## src/rtl/pll_drp_sequencer.sv

```systemverilog
// rtl/pll_drp_sequencer.sv - PLLE2_ADV DRP reconfiguration sequencer
//
// Purpose:
//   Holds the PLL in reset and walks a parent-supplied table doing a
//   read-modify-write of each DRP register. It then releases reset and
//   waits for a synchronized LOCKED, with a timeout. DCLK is clk100.
//
// Ports:
//   clk100      system clock, also the PLL DCLK
//   rst         asynchronous active-high reset
//   start       one-cycle request to begin a reconfiguration
//   busy        sequence in progress
//   done        one-cycle pulse: sequence finished and PLL locked
//   err         one-cycle pulse: sequence aborted
//   err_code    1 = read DRDY timeout, 2 = write DRDY timeout,
//               3 = lock timeout (or readback mismatch); held until next start
//   tbl_idx     current table index presented to the parent
//   tbl_addr    DRP address for tbl_idx (combinational from parent)
//   tbl_mask    1 = preserve the existing register bit
//   tbl_data    new bit values where mask = 0
//   drp_*       PLL DRP pins (DEN, DWE, DADDR, DI, DO, DRDY)
//   pll_rst     PLL RST request (parent ORs this with rst)
//   pll_locked  PLL LOCKED, asynchronous to clk100
//
// Optional build macro:
//   PLL_DRP_READBACK_EN  re-read every written register and compare it with
//                        the value written (mismatch = code 3, DRDY timeout
//                        on the re-read = code 1)

`timescale 1ns/1ps

module pll_drp_sequencer #(
    parameter int NUM_ENTRIES  = 8,
    parameter int DRP_TIMEOUT  = 64,
    parameter int LOCK_TIMEOUT = 65536,
    parameter int RST_HOLD     = 16
) (
    input  logic        clk100,
    input  logic        rst,
    input  logic        start,
    output logic        busy,
    output logic        done,
    output logic        err,
    output logic [1:0]  err_code,
    output logic [4:0]  tbl_idx,
    input  logic [6:0]  tbl_addr,
    input  logic [15:0] tbl_mask,
    input  logic [15:0] tbl_data,
    output logic        drp_den,
    output logic        drp_dwe,
    output logic [6:0]  drp_daddr,
    output logic [15:0] drp_di,
    input  logic [15:0] drp_do,
    input  logic        drp_drdy,
    output logic        pll_rst,
    input  logic        pll_locked
);

    // One shared cycle counter serves HOLD, both DRDY waits and the lock
    // wait; it is wide enough for the largest of the three limits.
    localparam int MAX_A   = (DRP_TIMEOUT > RST_HOLD) ? DRP_TIMEOUT : RST_HOLD;
    localparam int CNT_MAX = (LOCK_TIMEOUT > MAX_A) ? LOCK_TIMEOUT : MAX_A;
    localparam int CW      = $clog2(CNT_MAX + 1);

    localparam logic [CW-1:0] HOLD_LAST = CW'(RST_HOLD - 1);
    localparam logic [CW-1:0] DRP_LAST  = CW'(DRP_TIMEOUT - 1);
    localparam logic [CW-1:0] LOCK_LAST = CW'(LOCK_TIMEOUT - 1);
    localparam logic [4:0]    LAST_IDX  = 5'(NUM_ENTRIES - 1);

    localparam logic [1:0] CODE_RD   = 2'd1;
    localparam logic [1:0] CODE_WR   = 2'd2;
    localparam logic [1:0] CODE_LOCK = 2'd3;

    typedef enum logic [3:0] {
        S_IDLE,
        S_HOLD,
        S_RD,
        S_RD_WAIT,
        S_WR,
        S_WR_WAIT,
        S_VRD,
        S_VRD_WAIT,
        S_RELEASE,
        S_LOCK_WAIT,
        S_DONE,
        S_FAIL
    } state_t;

    state_t         state_q, state_d;
    logic [CW-1:0]  cnt_q, cnt_d;
    logic [CW-1:0]  cnt_inc;
    logic [4:0]     idx_q, idx_d;
    logic [6:0]     addr_q, addr_d;
    logic [15:0]    mask_q, mask_d;
    logic [15:0]    data_q, data_d;
    logic [15:0]    di_q, di_d;
    logic [1:0]     code_q, code_d;
    logic           pll_rst_q, pll_rst_d;
    logic           lock_meta_q, lock_meta_d;
    logic           lock_sync_q, lock_sync_d;
    logic           entry_done;

    always_ff @(posedge clk100 or posedge rst) begin
        if (rst) begin
            state_q     <= S_IDLE;
            cnt_q       <= '0;
            idx_q       <= '0;
            addr_q      <= '0;
            mask_q      <= '0;
            data_q      <= '0;
            di_q        <= '0;
            code_q      <= '0;
            pll_rst_q   <= 1'b0;
            lock_meta_q <= 1'b0;
            lock_sync_q <= 1'b0;
        end else begin
            state_q     <= state_d;
            cnt_q       <= cnt_d;
            idx_q       <= idx_d;
            addr_q      <= addr_d;
            mask_q      <= mask_d;
            data_q      <= data_d;
            di_q        <= di_d;
            code_q      <= code_d;
            pll_rst_q   <= pll_rst_d;
            lock_meta_q <= lock_meta_d;
            lock_sync_q <= lock_sync_d;
        end
    end

    // Saturating increment: a stuck wait can never wrap back under its limit.
    assign cnt_inc = (cnt_q == {CW{1'b1}}) ? cnt_q : cnt_q + CW'(1);

    always_comb begin
        state_d     = state_q;
        cnt_d       = cnt_inc;
        idx_d       = idx_q;
        addr_d      = addr_q;
        mask_d      = mask_q;
        data_d      = data_q;
        di_d        = di_q;
        code_d      = code_q;
        pll_rst_d   = pll_rst_q;
        lock_meta_d = pll_locked;
        lock_sync_d = lock_meta_q;
        entry_done  = 1'b0;

        case (state_q)
            S_IDLE: begin
                cnt_d = '0;
                if (start) begin
                    state_d   = S_HOLD;
                    pll_rst_d = 1'b1;
                    idx_d     = '0;
                    code_d    = '0;
                end
            end

            S_HOLD: begin
                if (cnt_q >= HOLD_LAST) begin
                    state_d = S_RD;
                end
            end

            S_RD: begin
                // The table is only guaranteed to match tbl_idx now, so the
                // whole entry is captured for the rest of the access.
                addr_d  = tbl_addr;
                mask_d  = tbl_mask;
                data_d  = tbl_data;
                cnt_d   = '0;
                state_d = S_RD_WAIT;
            end

            S_RD_WAIT: begin
                if (drp_drdy) begin
                    di_d    = (drp_do & mask_q) | (data_q & ~mask_q);
                    state_d = S_WR;
                end else if (cnt_q >= DRP_LAST) begin
                    code_d    = CODE_RD;
                    pll_rst_d = 1'b1;
                    state_d   = S_FAIL;
                end
            end

            S_WR: begin
                cnt_d   = '0;
                state_d = S_WR_WAIT;
            end

            S_WR_WAIT: begin
                if (drp_drdy) begin
`ifdef PLL_DRP_READBACK_EN
                    state_d = S_VRD;
`else
                    entry_done = 1'b1;
`endif
                end else if (cnt_q >= DRP_LAST) begin
                    code_d    = CODE_WR;
                    pll_rst_d = 1'b1;
                    state_d   = S_FAIL;
                end
            end

`ifdef PLL_DRP_READBACK_EN
            S_VRD: begin
                cnt_d   = '0;
                state_d = S_VRD_WAIT;
            end

            S_VRD_WAIT: begin
                if (drp_drdy) begin
                    if (drp_do != di_q) begin
                        code_d    = CODE_LOCK;
                        pll_rst_d = 1'b1;
                        state_d   = S_FAIL;
                    end else begin
                        entry_done = 1'b1;
                    end
                end else if (cnt_q >= DRP_LAST) begin
                    code_d    = CODE_RD;
                    pll_rst_d = 1'b1;
                    state_d   = S_FAIL;
                end
            end
`endif

            S_RELEASE: begin
                pll_rst_d = 1'b0;
                cnt_d     = '0;
                state_d   = S_LOCK_WAIT;
            end

            S_LOCK_WAIT: begin
                // A stale LOCKED cannot get here: RST has been high far longer
                // than the synchronizer depth, so the PLL has dropped it.
                if (lock_sync_q) begin
                    state_d = S_DONE;
                end else if (cnt_q >= LOCK_LAST) begin
                    code_d    = CODE_LOCK;
                    pll_rst_d = 1'b1;
                    state_d   = S_FAIL;
                end
            end

            S_DONE: begin
                state_d = S_IDLE;
            end

            S_FAIL: begin
                state_d = S_IDLE;
            end

            default: begin
                state_d = S_IDLE;
            end
        endcase

        if (entry_done) begin
            if (idx_q >= LAST_IDX) begin
                state_d = S_RELEASE;
            end else begin
                idx_d   = idx_q + 5'd1;
                state_d = S_RD;
            end
        end
    end

    assign busy      = !(state_q inside {S_IDLE, S_DONE, S_FAIL});
    assign done      = (state_q == S_DONE);
    assign err       = (state_q == S_FAIL);
    assign err_code  = code_q;
    assign tbl_idx   = idx_q;
    assign drp_den   = (state_q == S_RD) || (state_q == S_WR) || (state_q == S_VRD);
    assign drp_dwe   = (state_q == S_WR);
    assign drp_daddr = (state_q == S_RD) ? tbl_addr : addr_q;
    assign drp_di    = di_q;
    assign pll_rst   = pll_rst_q;

endmodule

```

## config.mk

```make
export PLATFORM = sky130hd
export DESIGN_NAME = pll_drp_sequencer
export DESIGN_NICKNAME = d
export VERILOG_FILES = /design/src/rtl/pll_drp_sequencer.sv
export SDC_FILE = /design/constraint.sdc
export NUM_CORES = 1
export LEC_CHECK = 0
export BUFFER_PORTS_ARGS = -buffer_cell sky130_fd_sc_hd__clkbuf_2
export CORE_ASPECT_RATIO = 0.75
export CORE_MARGIN = 5
export CORE_UTILIZATION = 44
export DETAILED_ROUTE_END_ITERATION = 8
export PLACE_DENSITY = 0.67
export SKIP_CTS_REPAIR_TIMING = 1
export SLEW_MARGIN = 20
export SYNTH_ARGS = -nofsm -noshare
export SYNTH_HDL_FRONTEND = slang
export SYNTH_SLANG_ARGS = --single-unit
export TNS_END_PERCENT = 5
```

## constraint.sdc

```tcl
create_clock -name clk100 -period 3.7 [get_ports clk100]
set_input_delay 0.74 -clock clk100 [delete_from_list [all_inputs] [get_ports clk100]]
set_output_delay 0.74 -clock clk100 [all_outputs]
set_load 0.02 [all_outputs]
```

### Yosys cells after proc, flatten, opt, wreduce, memory -nomap -nowiden

Cells that the tools add are included.

* bits in registers: 86
* bits of input ports: 60
* output and inout port bits: 36
* word-level logic and storage cells: 92

* $add $sub $neg: 2
* $lt $le $gt $ge: 4
* equal/unequal tests: 25
* muxes and demuxes: 33
* bitwise logic cells: 4
* reduce and logical (&&, ||, !) cells: 13

Operator list (count)
* 2-to-1 mux 4 bit: 9
* 2-to-1 mux 17 bit: 2
* bitwise AND 16 bit: 2
* one-hot mux 4 bit (8 select lines): 1
* 2-to-1 mux 5 bit: 4
* != test 2 bit, second input constant: 9
* adder 17 x 1 -> 17 bit, second input constant: 1
* == test 17 bit, second input constant: 1
* >= comparator 17 x 16 -> 1 bit, second input constant: 1
* >= comparator 17 x 4 -> 1 bit, second input constant: 1
* >= comparator 17 x 6 -> 1 bit, second input constant: 1
* == test 4 bit, second input constant: 4
* NOT 16 bit: 1
* bitwise OR 16 bit: 1
* 2-to-1 mux 2 bit: 7
* == test 4 x 3 -> 1 bit, second input constant: 3
* != test 3 bit, second input constant: 3
* == test 4 x 2 -> 1 bit, second input constant: 2
* one-hot mux 2 bit (4 select lines): 1
* AND reduction 8 bit: 1
* nonzero test 4 bit: 2
* 2-to-1 mux 1 bit: 7
* 2-to-1 mux 7 bit: 1
* AND reduction 6 bit: 1
* 14 further kinds: 15

### Depth between registers and ports, before layout

* depth in word-level cells: 5
* depth in mapped cells: 11
* gate-level depth less buffers: 10

### Worst setup path after synthesis

No wires, ideal clock.

* kind: flip-flop to output port
* from: reg state_q[2]
* to: out drp_dwe
* data arrival time: 1708 ps
* data required time: 2960 ps
* setup slack: 1252 ps
* stages on the path, launching flop included: 4
* path buffers: 2
* path through: dfrtp_1 clkbuf_1 clkbuf_1 nor4b_1

* cells in the longest elaborated chain, start to end: 1

RTL lines
* from (decl): line 89 `state_t state_q, state_d;`
* from (signal assigned): line 117 `state_q <= state_d;`
* == test 4 x 3 -> 1 bit: line 275 `assign drp_dwe = (state_q == S_WR);`
* to (decl): line 50 `output logic drp_dwe,`

Every way passes these cells.

### Worst setup path in the final report

* from: reg state_q[1]
* to: out drp_daddr[4]

* cells in the longest elaborated chain, start to end: 2

RTL lines
* == test 4 x 2 -> 1 bit: line 276 `assign drp_daddr = (state_q == S_RD) ? tbl_addr : addr_q;`
* 2-to-1 mux 7 bit: line 276
* to (decl): line 51 `output logic [6:0] drp_daddr,`

Every way passes these cells.

==> impl_metrics.json <==
{
  "status": "finished clean",
  "worstPathMaxFanout": 22,
  "r2r-start": "state_q[1]",
  "ys_seq_area_share_pct": 53.1,
  "area.sequential_um2": 2150,
  "cts_root_buf": "clkbuf_16",
  "clock-sinks": 86,
  "path_clk_slew_ns": 0.06,
  "grt_pass1_wl_um": 15100,
  "synthArstFlopShare_pct": 100,
  "nets": 517,
  "finalHoldViolations": 0,
  "tightest_slew_ns": 1.01,
  "crit_path_max_incr_delay_ns": 0.74,
  "ys.warnings.count": 0,
  "final_area_um2": 4920,
  "core_area_um2": 9010,
  "wl_per_cell_um": 15.8,
  "drtAntennaViolNets": 0,
  "track_usage_pct": 17.1,
  "antenna_cells": 0,
  "netlist.top_cell.by_area": "dfrtp_1",
  "synth_nets": 425,
  "fillers": 811,
  "yosys-top-cells-area": "dfrtp_1 (53%), mux2_2 (11%), mux2i_1 (4.2%)",
  "multi_input_area_um2": 1810,
  "place_area_um2": 4630,
  "dr.pass1.iters": 4,
  "r2r-end": "mask_q[4]",
  "cap_violations": 0,
  "tns_ns": 0,
  "fmax_mhz": 312,
  "post-dp-hpwl_um": 6610,
  "hold_end": "lock_sync_q",
  "cp_slowest_cell": "dfrtp_1",
  "rr_worst_depth": 4,
  "syn_area_um2": 4060,
  "numCtsBuffers": 9,
  "synth-edff-count": 0,
  "postSynthCellCount": 361,
  "min-delay-start": "lock_meta_q",
  "finalClockSkew_ns": 0.00532,
  "grt_max_degree": 55,
  "start_util_pct": 45.0,
  "grt_pass1_vias": 3166,
  "min_path_type": "reg2reg",
  "syn_avg_cell_area_um2": 11.2,
  "cp.arrival_ns": 2.46,
  "drc": 0,
  "dieArea_um2": 11300,
  "critPathRequiredTime_ns": 2.96,
  "p_per_area_nw_per_um2": 768,
  "cp-end-kind": "output pin",
  "period_needed_ns": 3.20,
  "setup-violations-final": 0,
  "clock_latency_ns": 0.34,
  "ios": 96,
  "finalPower_mw": 3.78,
  "synth_most_common_cell": "dfrtp_1",
  "ys_ff_latch": 86,
  "h-tree-depth": 3,
  "antenna_found_initial": 0,
  "cts_tree": "yes",
  "vdd_drop_max_mv": 0.497,
  "worstPathCellList": "nand2b_1, nor3_2, mux2_2, clkbuf_2",
  "final_layout_size_suffix_gt1_share_pct": 37.3,
  "place_congestion": 0.844,
  "clock_path_buffers": 2,
  "vias": 3020,
  "post-route-period-util_pct": 86.5,
  "yosys_most_used_dff": "dfrtp_1",
  "synth_commonest_cells": "dfrtp_1 (86), mux2_2 (39), nor2_1 (34), nand2_1 (30), mux2i_1 (17)",
  "area_growth_syn_to_layout_pct": 21.3,
  "rsz0062_at_grt": "false",
  "crit_type": "reg2out",
  "drt_iter0_markers": 183,
  "port_buffers": 95,
  "std_cell_rows": 30,
  "startpoint_type": "flip-flop",
  "yosysUniqueCellTypes": 55,
  "die_y_um": 93.2,
  "synth_top_area_share_pct": 53.1,
  "grt.overflow.total": 0,
  "hold_depth": 0,
  "slew_headroom_pct": 32.8,
  "drt-total-wl_um": 9010,
  "rrSetupSlack_ns": 1.12,
  "leakage_nw": 2.31,
  "die_x_um": 121,
  "slew_viol_final": 0,
  "drt-vias-per-instance": 5.30
}
[per-layer routing]
layer  track usage [%]  share of wire, %  vias up  wire length (um)
li1                  -                 -     1471                 -
met1              22.0                44     1458              3980
met2              26.8                48       79              4310
met3              6.11               6.4       12               572
met4              5.75               1.5        0               138
met5                 0                 0        -                 0
[cells in the final DEF, fill, tap and decap left out, types with 3 or more instances in the layout]
master,count
nand4_1,4
buf_4,4
nand2b_1,5
clkbuf_16,9
nor2_1,34
nand2_1,30
o21ai_1,14
ha_1,4
o21ai_0,11
dfrtp_1,86
a21oi_1,13
nand3_1,9
a2bb2oi_1,4
clkbuf_2,95
nor2b_1,3
mux2_2,39
xnor2_1,3
nand3b_1,4
nor3_1,10
xor2_1,11
inv_1,3
mux2i_1,17
[sequential cells by signal, indices dropped and copies added (netlist names)]
| name | count |
|---|---|
| data_q | 16 |
| lock_meta_q | 1 |
| addr_q | 7 |
| state_q | 4 |
| err_code | 2 |
| cnt_q | 17 |
| lock_sync_q | 1 |
| tbl_idx | 5 |
| pll_rst | 1 |
| drp_di | 16 |
| mask_q | 16 |
[through the flow]
stage | std cells | worst slack (ns) | hold WS [ns] | utilization [%]
floorplan | 361 | 0.738 | 0.331 | -
global placement | 554 | 0.986 | 0.341 | 51.4
detailed placement | 554 | 0.892 | 0.339 | 51.4
CTS | 570 | 0.520 | 0.355 | 54.6
global route | 570 | 0.363 | 0.373 | 54.6
finish | 570 | 0.499 | 0.351 | 54.6
[logic make-up (layout without fill, tap and decap cells)]
family | Yosys count | after routing | synth area share (%)
adder cells (fa/ha/maj) | 4 | 4 | 1.23
buffers and inverters | 22 | 119 | 2.34
XOR/XNOR | 14 | 14 | 3.02
AO/OA/AOI/OAI | 57 | 57 | 9.22
multiplexers | 56 | 56 | 15.0
AND/OR/NAND/NOR | 122 | 122 | 16.1
flip-flops | 86 | 86 | 53.1
[layout make-up]
class | count | share of cell area (%)
clock buffers | 10 | 4.86
multi-input cells | 253 | 36.9
flip-flops and latches | 86 | 43.7
well taps | 112 | 2.85
inverters | 4 | 0.330
clock inverters | 6 | 1.12
repair buffers | 99 | 10.3
[where the power goes]
| part | internal [mW] | switching [mW] | leakage [nW] |
|---|---|---|---|
| clock | 0.484 | 0.384 | 0.139 |
| sequential | 1.29 | 0.281 | 1.08 |
| combinational | 0.633 | 0.705 | 1.09 |
[critical path: cells and delay by family (launching register included)]
family | cells | cell delay [ns]
muxes | 1 | 0.43
DFF | 1 | 0.74
and+or+nand+nor | 2 | 0.78
buffers and inverters | 1 | 0.16
[worst max path at each step]
stage	end	start	depth (start not counted)
3_5_place_dp	drp_daddr[4]	state_q[1]	4
3_3_place_gp	drp_daddr[1]	state_q[1]	4
6_report	drp_daddr[4]	state_q[1]	4
4_1_cts	drp_daddr[4]	state_q[1]	4
2_1_floorplan	addr_q[0]	rst	1
5_1_grt	drp_daddr[4]	state_q[1]	4
No activity file was read; power rests on OpenSTA's default activity.
